<file path="src/rtl/gen_fifo.sv">
// First-word-fall-through FIFO with valid/ready on both ends.
// Pointers carry an extra wrap bit so full and empty are told apart without a separate flag.
module gen_fifo #(
   parameter int DW = 64,
   parameter int AW = 2
) (
   input  logic          CLK,
   input  logic          RST,
   input  logic          flush,
   input  logic          push_valid,
   output logic          push_ready,
   input  logic [DW-1:0] data_push,
   output logic          pop_valid,
   input  logic          pop_ready,
   output logic [DW-1:0] data_pop,
   output logic [AW:0]   count
);

   localparam logic [AW:0] PTR_ONE = {{AW{1'b0}}, 1'b1};

   logic [DW-1:0] mem [2**AW];
   logic [AW:0]   wr_ptr;
   logic [AW:0]   rd_ptr;
   logic          empty;
   logic          full;
   logic          push_fire;
   logic          pop_fire;
   logic          clear;

   assign empty = (wr_ptr == rd_ptr);
   assign full  = (wr_ptr[AW-1:0] == rd_ptr[AW-1:0]) && (wr_ptr[AW] != rd_ptr[AW]);

   // Handshake outputs come only from registered pointers, never from push_valid/pop_ready.
   assign push_ready = !full;
   assign pop_valid  = !empty;
   assign count      = wr_ptr - rd_ptr;
   assign data_pop   = mem[rd_ptr[AW-1:0]];

   assign push_fire = push_valid && push_ready;
   assign pop_fire  = pop_valid && pop_ready;
   assign clear     = RST || flush;

   always_ff @(posedge CLK) begin
      if (clear) begin
         wr_ptr <= '0;
         rd_ptr <= '0;
      end else begin
         if (push_fire) begin
            wr_ptr <= wr_ptr + PTR_ONE;
         end
         if (pop_fire) begin
            rd_ptr <= rd_ptr + PTR_ONE;
         end
      end
   end

   // Storage is not reset; a word pushed during flush/reset is dropped.
   always_ff @(posedge CLK) begin
      if (push_fire && !clear) begin
         mem[wr_ptr[AW-1:0]] <= data_push;
      end
   end

endmodule

</file>
<file path="config.mk">
export PLATFORM = sky130hd
export DESIGN_NAME = gen_fifo
export DESIGN_NICKNAME = d
export VERILOG_FILES = /design/src/rtl/gen_fifo.sv
export SDC_FILE = /design/constraint.sdc
export NUM_CORES = 1
export LEC_CHECK = 0
export BUFFER_PORTS_ARGS = -buffer_cell sky130_fd_sc_hd__buf_2
export CAP_MARGIN = 40
export CORE_ASPECT_RATIO = 1.75
export CORE_MARGIN = 10
export CORE_UTILIZATION = 47
export DETAILED_ROUTE_END_ITERATION = 16
export PLACE_DENSITY = 0.74
export SLEW_MARGIN = 20
export SYNTH_ARGS = -nofsm -noshare
export SYNTH_HDL_FRONTEND = slang
export SYNTH_SLANG_ARGS = --single-unit
</file>
<file path="constraint.sdc">
create_clock -name CLK -period 4.65 [get_ports CLK]
set_input_delay 0.2325 -clock CLK [delete_from_list [all_inputs] [get_ports CLK]]
set_output_delay 0.2325 -clock CLK [all_outputs]
set_load 0.02 [all_outputs]
</file>
Word level (Yosys, flattened, before mapping)

Memory sizes are Yosys's and may differ from the RTL's. A register that Yosys moved wholly into a read port is not among the register bits.
Index checks and enable logic that the tools add are counted.

$add $sub $neg: 3
Reductions and logical operators: 8
Mux-type cells: 4
Eq/ne operators: 3

Operators by type and width:

| kind                  | count |
|---|---|
| $add A3 B1 Y3 const B | 2 |
| $logic_and A1 B1 Y1   | 4 |
| $mux W2               | 2 |
| $eq A3 B3 Y1          | 1 |
| $logic_not A1 Y1      | 3 |
| $sub A3 B3 Y3         | 1 |
| $eq A2 B2 Y1          | 1 |
| $mux W1               | 2 |
| $logic_or A1 B1 Y1    | 1 |
| $ne A1 B1 Y1          | 1 |

Memory bits (writable): 256
Register bits: 6
Input bits: 69
Output and inout port bits: 69
Memories kept: 1

Memories:

| memory | depth | width | read ports | clocked after memory_dff | write ports | RTL line | source |
|---|---|---|---|---|---|---|---|
| mem    | 4     | 64    | 1          | 1                        | 1           | 21       | `logic [DW-1:0] mem [2**AW];` |

Depth between registers and ports, before layout

Depth after elaboration: 7
Gate-level depth with buffers: 6

Least setup slack after synthesis

Ideal clock, no wire load.

Kind: register to register
Start: register wr_ptr[0]
End: memory mem[0][0] (enable)
Stages on the path, launching flop included: 7
Period minus slack after synthesis: 3347 ps
Buffers on the path: 1
Setup slack: 1303 ps
Setup time: 429 ps
Data required time: 4221 ps
Arrival: 2918 ps
Path through: dfxtp_1 inv_1 ha_1 and2_1 clkbuf_1 a21oi_2 and3_1

Word-level cells in the longest chain between the ends: 7

RTL lines:

| item                          | RTL line | source |
|---|---|---|
| start: declaration            | 22       | `logic [AW:0] wr_ptr;` |
| start signal: assignment      | 49       | `wr_ptr <= wr_ptr + PTR_ONE;` |
| $eq A2 B2 Y1                  | 31       | `assign full = (wr_ptr[AW-1:0] == rd_ptr[AW-1:0]) && (wr_ptr[AW] != rd_ptr[AW]);` |
| $logic_and A1 B1 Y1           | 31       |  |
| $logic_not A1 Y1              | 34       | `assign push_ready = !full;` |
| $logic_and A1 B1 Y1           | 39       | `assign push_fire = push_valid && push_ready;` |
| $logic_and A1 B1 Y1           | 59       | `if (push_fire && !clear) begin` |
| $mux W1                       | 59       |  |
| $mux W1 (not written as such) | 60       | `mem[wr_ptr[AW-1:0]] <= data_push;` |
| end: declaration              | 21       |  |

Several ways; a longest one is shown, not always the timed one.

Worst setup path in the final report

Start: register wr_ptr[0]
End: memory mem[3][31] (enable)

Same word-level chain as after synthesis.

==> results by group <==
Finish
  – Layout area overhead: 24.2%
  – Share of post-route cells with drive strength above 1: between 30% and 40%
  – Filler cells: approximately 1400
  – Area of the multi-input gates: ~1800 sq um
  – Nets: between 600 and 700
  – Storage cell area: about 7900 sq um
  – Cell Count, Final, Fillers Out: 879

STA
  – Worst slew pin tran: 0.485 ns
  – Fin. Hold Viols: 0
  – Worst Skew: around 0.0078 ns
  – Final min period: around 2.6 ns
  – Final max-slew violation count: 0
  – Setup Viol. Count Final: 0
  – F_max: roughly 380 MHz
  – Worst-case hold slack: ~0.045 ns
  – Final period utilization: ~56%
  – Max-slew headroom: between 60% and 70%
  – Setup TNS: 0 ns
  – RSZ-0062 raised after global routing: false

Outcome
  – Status: finished, final reports clean

Power
  – Total power: 4530 uW
  – P_leak: between 0.004 and 0.005 uW
  – Power Dens Cells: between 300 and 400 nW/um^2
  – Peak VDD IR: ~0.19 mV

Worst setup path
  – Critical Path Fanout Max: 35
  – Crit Reg-Reg Startpoint: wr_ptr[0]$_SDFFE_PP0P_
  – FF-to-FF End: mem[3][31]$_DFFE_PP_
  – Startpoint types: flip-flop
  – Worst EP required: around 4.8 ns
  – Critical path arrival: 2.80 ns
  – Worst Setup End Kind: flip-flop
  – Reg2reg path depth: 6
  – Critical path class: reg -> reg
  – Reg2Reg Setup Slack: 2.03 ns

Die
  – Chip Height: 211 microns
  – Core box area: ~20000 sq um
  – I/O Pins: between 100 and 150
  – Die width: between 100 and 150 microns
  – Initial Util: between 40% and 50%
  – Row count: slightly below 70
  – Die ar.: roughly 27000 sq um

Routing
  – DR iter-0 viols: roughly 460
  – Drt drc: 0
  – Vias/cell: approximately 5.4
  – Pre-antenna DRT Iters: 4
  – Post-route ant nets: 0
  – DR vias: ~4700
  – WL/cell: 22.3 microns
  – Final wirelength: about 20 mm

Clocking
  – CTS tree: yes
  – Setup Fix Bufs, Post-CTS: 0
  – Clk sink count: ~260
  – Clock transition at path regs: around 0.06 ns
  – Clk root buf: clkbuf_16
  – Maximum clock insertion buffer count: 3
  – Clk_lat worst skew: ~0.50 ns
  – CTS Buf Count: 22
  – # H-tree levels: 1

Hold path
  – Hold Path Stages: 3
  – Hold endpoint: rd_ptr[0]$_SDFFE_PP0P_
  – Worst min path class: in -> reg
  – Min-Delay Startpoint: RST

Synthesis
  – Cell taking the most area after synthesis: edfxtp_1
  – Synth Flop Type: edfxtp_1
  – Register bit total from synthesis: approximately 260
  – Register area share after synthesis: 80.2%
  – Net Count, Synth: roughly 480
  – Top cells by count, synth: 256 x edfxtp_1, 64 x mux4_2, 10 x nand2_1
  – Synth area leaders: edfxtp_1 79%, mux4_2 15%, dfxtp_1 1.6%, ha_1 0.89%, buf_4 0.54%
  – Mapped Cells: about 400
  – Syn Std Cell Area: 9790 sq um
  – YS warnings: 0
  – Synth unique cells: 25
  – Post-Syn Area per Cell: ~25 sq um
  – EDFF count, synth: roughly 260
  – Ys async rst share: 0%
  – Top-area cell type share of the netlist area: around four fifths
  – Count leader, synth: edfxtp_1

Global routing
  – Global-route wire length before repair: 30.2 mm
  – Overflow left after global routing: 0
  – Antenna violations before repair: 2
  – Largest net degree at the start of global routing: 40
  – Gr usage total: between 10% and 20%
  – Vias in the first global route: 5327

Placed design
  – Post-DP HPWL: 12.9 mm
  – Placer congestion estimate: ~0.8
  – Count of port buffers added during placement: between 100 and 150
  – Placed Cells: 774

Job
  – Max_cap viols: 0
-- worst max-delay path by stage --
stage,from,end,slack [ns]
final,wr_ptr[0]$_SDFFE_PP0P_,mem[3][31]$_DFFE_PP_,2.03
after global placement,wr_ptr[0]$_SDFFE_PP0P_,mem[0][45]$_DFFE_PP_,2.03
after floorplan,wr_ptr[0]$_SDFFE_PP0P_,mem[0][0]$_DFFE_PP_,1.30
after global routing,wr_ptr[0]$_SDFFE_PP0P_,mem[3][46]$_DFFE_PP_,1.90
after detailed placement,wr_ptr[0]$_SDFFE_PP0P_,mem[1][19]$_DFFE_PP_,2.02
after CTS,wr_ptr[0]$_SDFFE_PP0P_,mem[3][29]$_DFFE_PP_,2.02
-- power breakdown --
group | total [uW] | internal (uW) | switching (uW) | leakage (uW)
clock network | 1660 | 899 | 758 | 0.000319
registers | 2640 | 2630 | 8.38 | 0.00238
logic | 229 | 108 | 120 | 0.00139
-- layout make-up --
type	count	share of cell area (%)
sequential	264	64.6
multi-input combinational	109	15.1
timing repair buffer	209	12.1
clock buffer	25	4.80
tap	248	2.55
clock inverter	13	0.535
inverter	9	0.278
antenna	2	0.0412
-- metal layers --
metal / global-route usage [%] / share of wire [%] / wire [microns]
met4: 5.32 / 2.6 / 503
met2: 25.8 / 55 / 10800
met3: 3.19 / 5.4 / 1050
met5: 0 / 0 / 0
met1: 16.3 / 37 / 7210
-- through the flow --
stage / utilization [%] / setup slack, ns / instance area [sq um]
floorplan: - / 1.30 / 9790
global placement: 52.6 / 2.03 / 10700
detailed placement: 53.3 / 2.02 / 10900
CTS: 59.6 / 2.02 / 12100
global route: 59.6 / 1.90 / 12200
finish: 59.6 / 2.03 / 12200
-- critical path, stage by stage (launching register included) --
cell and delay (ns):
dfxtp_1 0.39, inv_1 0.12, ha_1 0.34, and2_1 0.24, a21oi_2 0.34, and3_4 0.56
buf_12 0.30
-- cell usage in the layout (no fill, tap or decap) --
| master | count |
|---|---|
| xor2_2 | 1 |
| buf_16 | 1 |
| nand2_1 | 10 |
| clkbuf_1 | 2 |
| buf_2 | 137 |
| buf_4 | 2 |
| nor2_1 | 1 |
| or3_1 | 1 |
| clkinv_8 | 1 |
| nand3_1 | 2 |
| nand4_1 | 2 |
| inv_1 | 9 |
| dfxtp_4 | 2 |
| edfxtp_1 | 256 |
| diode_2 | 2 |
| and3_4 | 4 |
| a21oi_4 | 1 |
| buf_12 | 5 |
| fa_1 | 1 |
| ha_1 | 7 |
| o2111ai_1 | 2 |
| mux2i_1 | 5 |
| a21oi_2 | 1 |
| xnor2_2 | 1 |
| nor2b_1 | 2 |
| mux4_2 | 64 |
| o211ai_1 | 2 |
| clkinv_1 | 9 |
| xnor2_1 | 1 |
| clkinv_2 | 3 |
| dfxtp_1 | 6 |
| clkbuf_16 | 23 |
| dlygate4sd3_1 | 64 |
| and2_1 | 1 |
-- cell families (layout without fill, tap and decap cells) --
| logic type | count (synthesis) | in the layout | share of synthesized area (%) |
|---|---|---|---|
| simple gates | 23 | 23 | 1.16 |
| flops | 264 | 264 | 80.2 |
| compound gates | 6 | 6 | 0.588 |
| xor+xnor | 3 | 3 | 0.422 |
| other cells | 0 | 2 | 0 |
| fa+ha+maj | 8 | 8 | 1.10 |
| mux | 69 | 69 | 15.2 |
| buf+inv | 25 | 256 | 1.32 |
-- registers in the layout, indices dropped and copies added, names as in the netlist, named ones only --
signal and count:
wr_ptr 3, mem 256, rd_ptr 3
-- what timing repair did --
action / 4_1_cts / 5_1_grt
resized for setup: 0 / 0
endpoints found under the hold margin: 256 / 0
endpoints found under the setup margin: 0 / 0
hold buffers: 64 / 0
No activity file was read; power rests on OpenSTA's default activity.
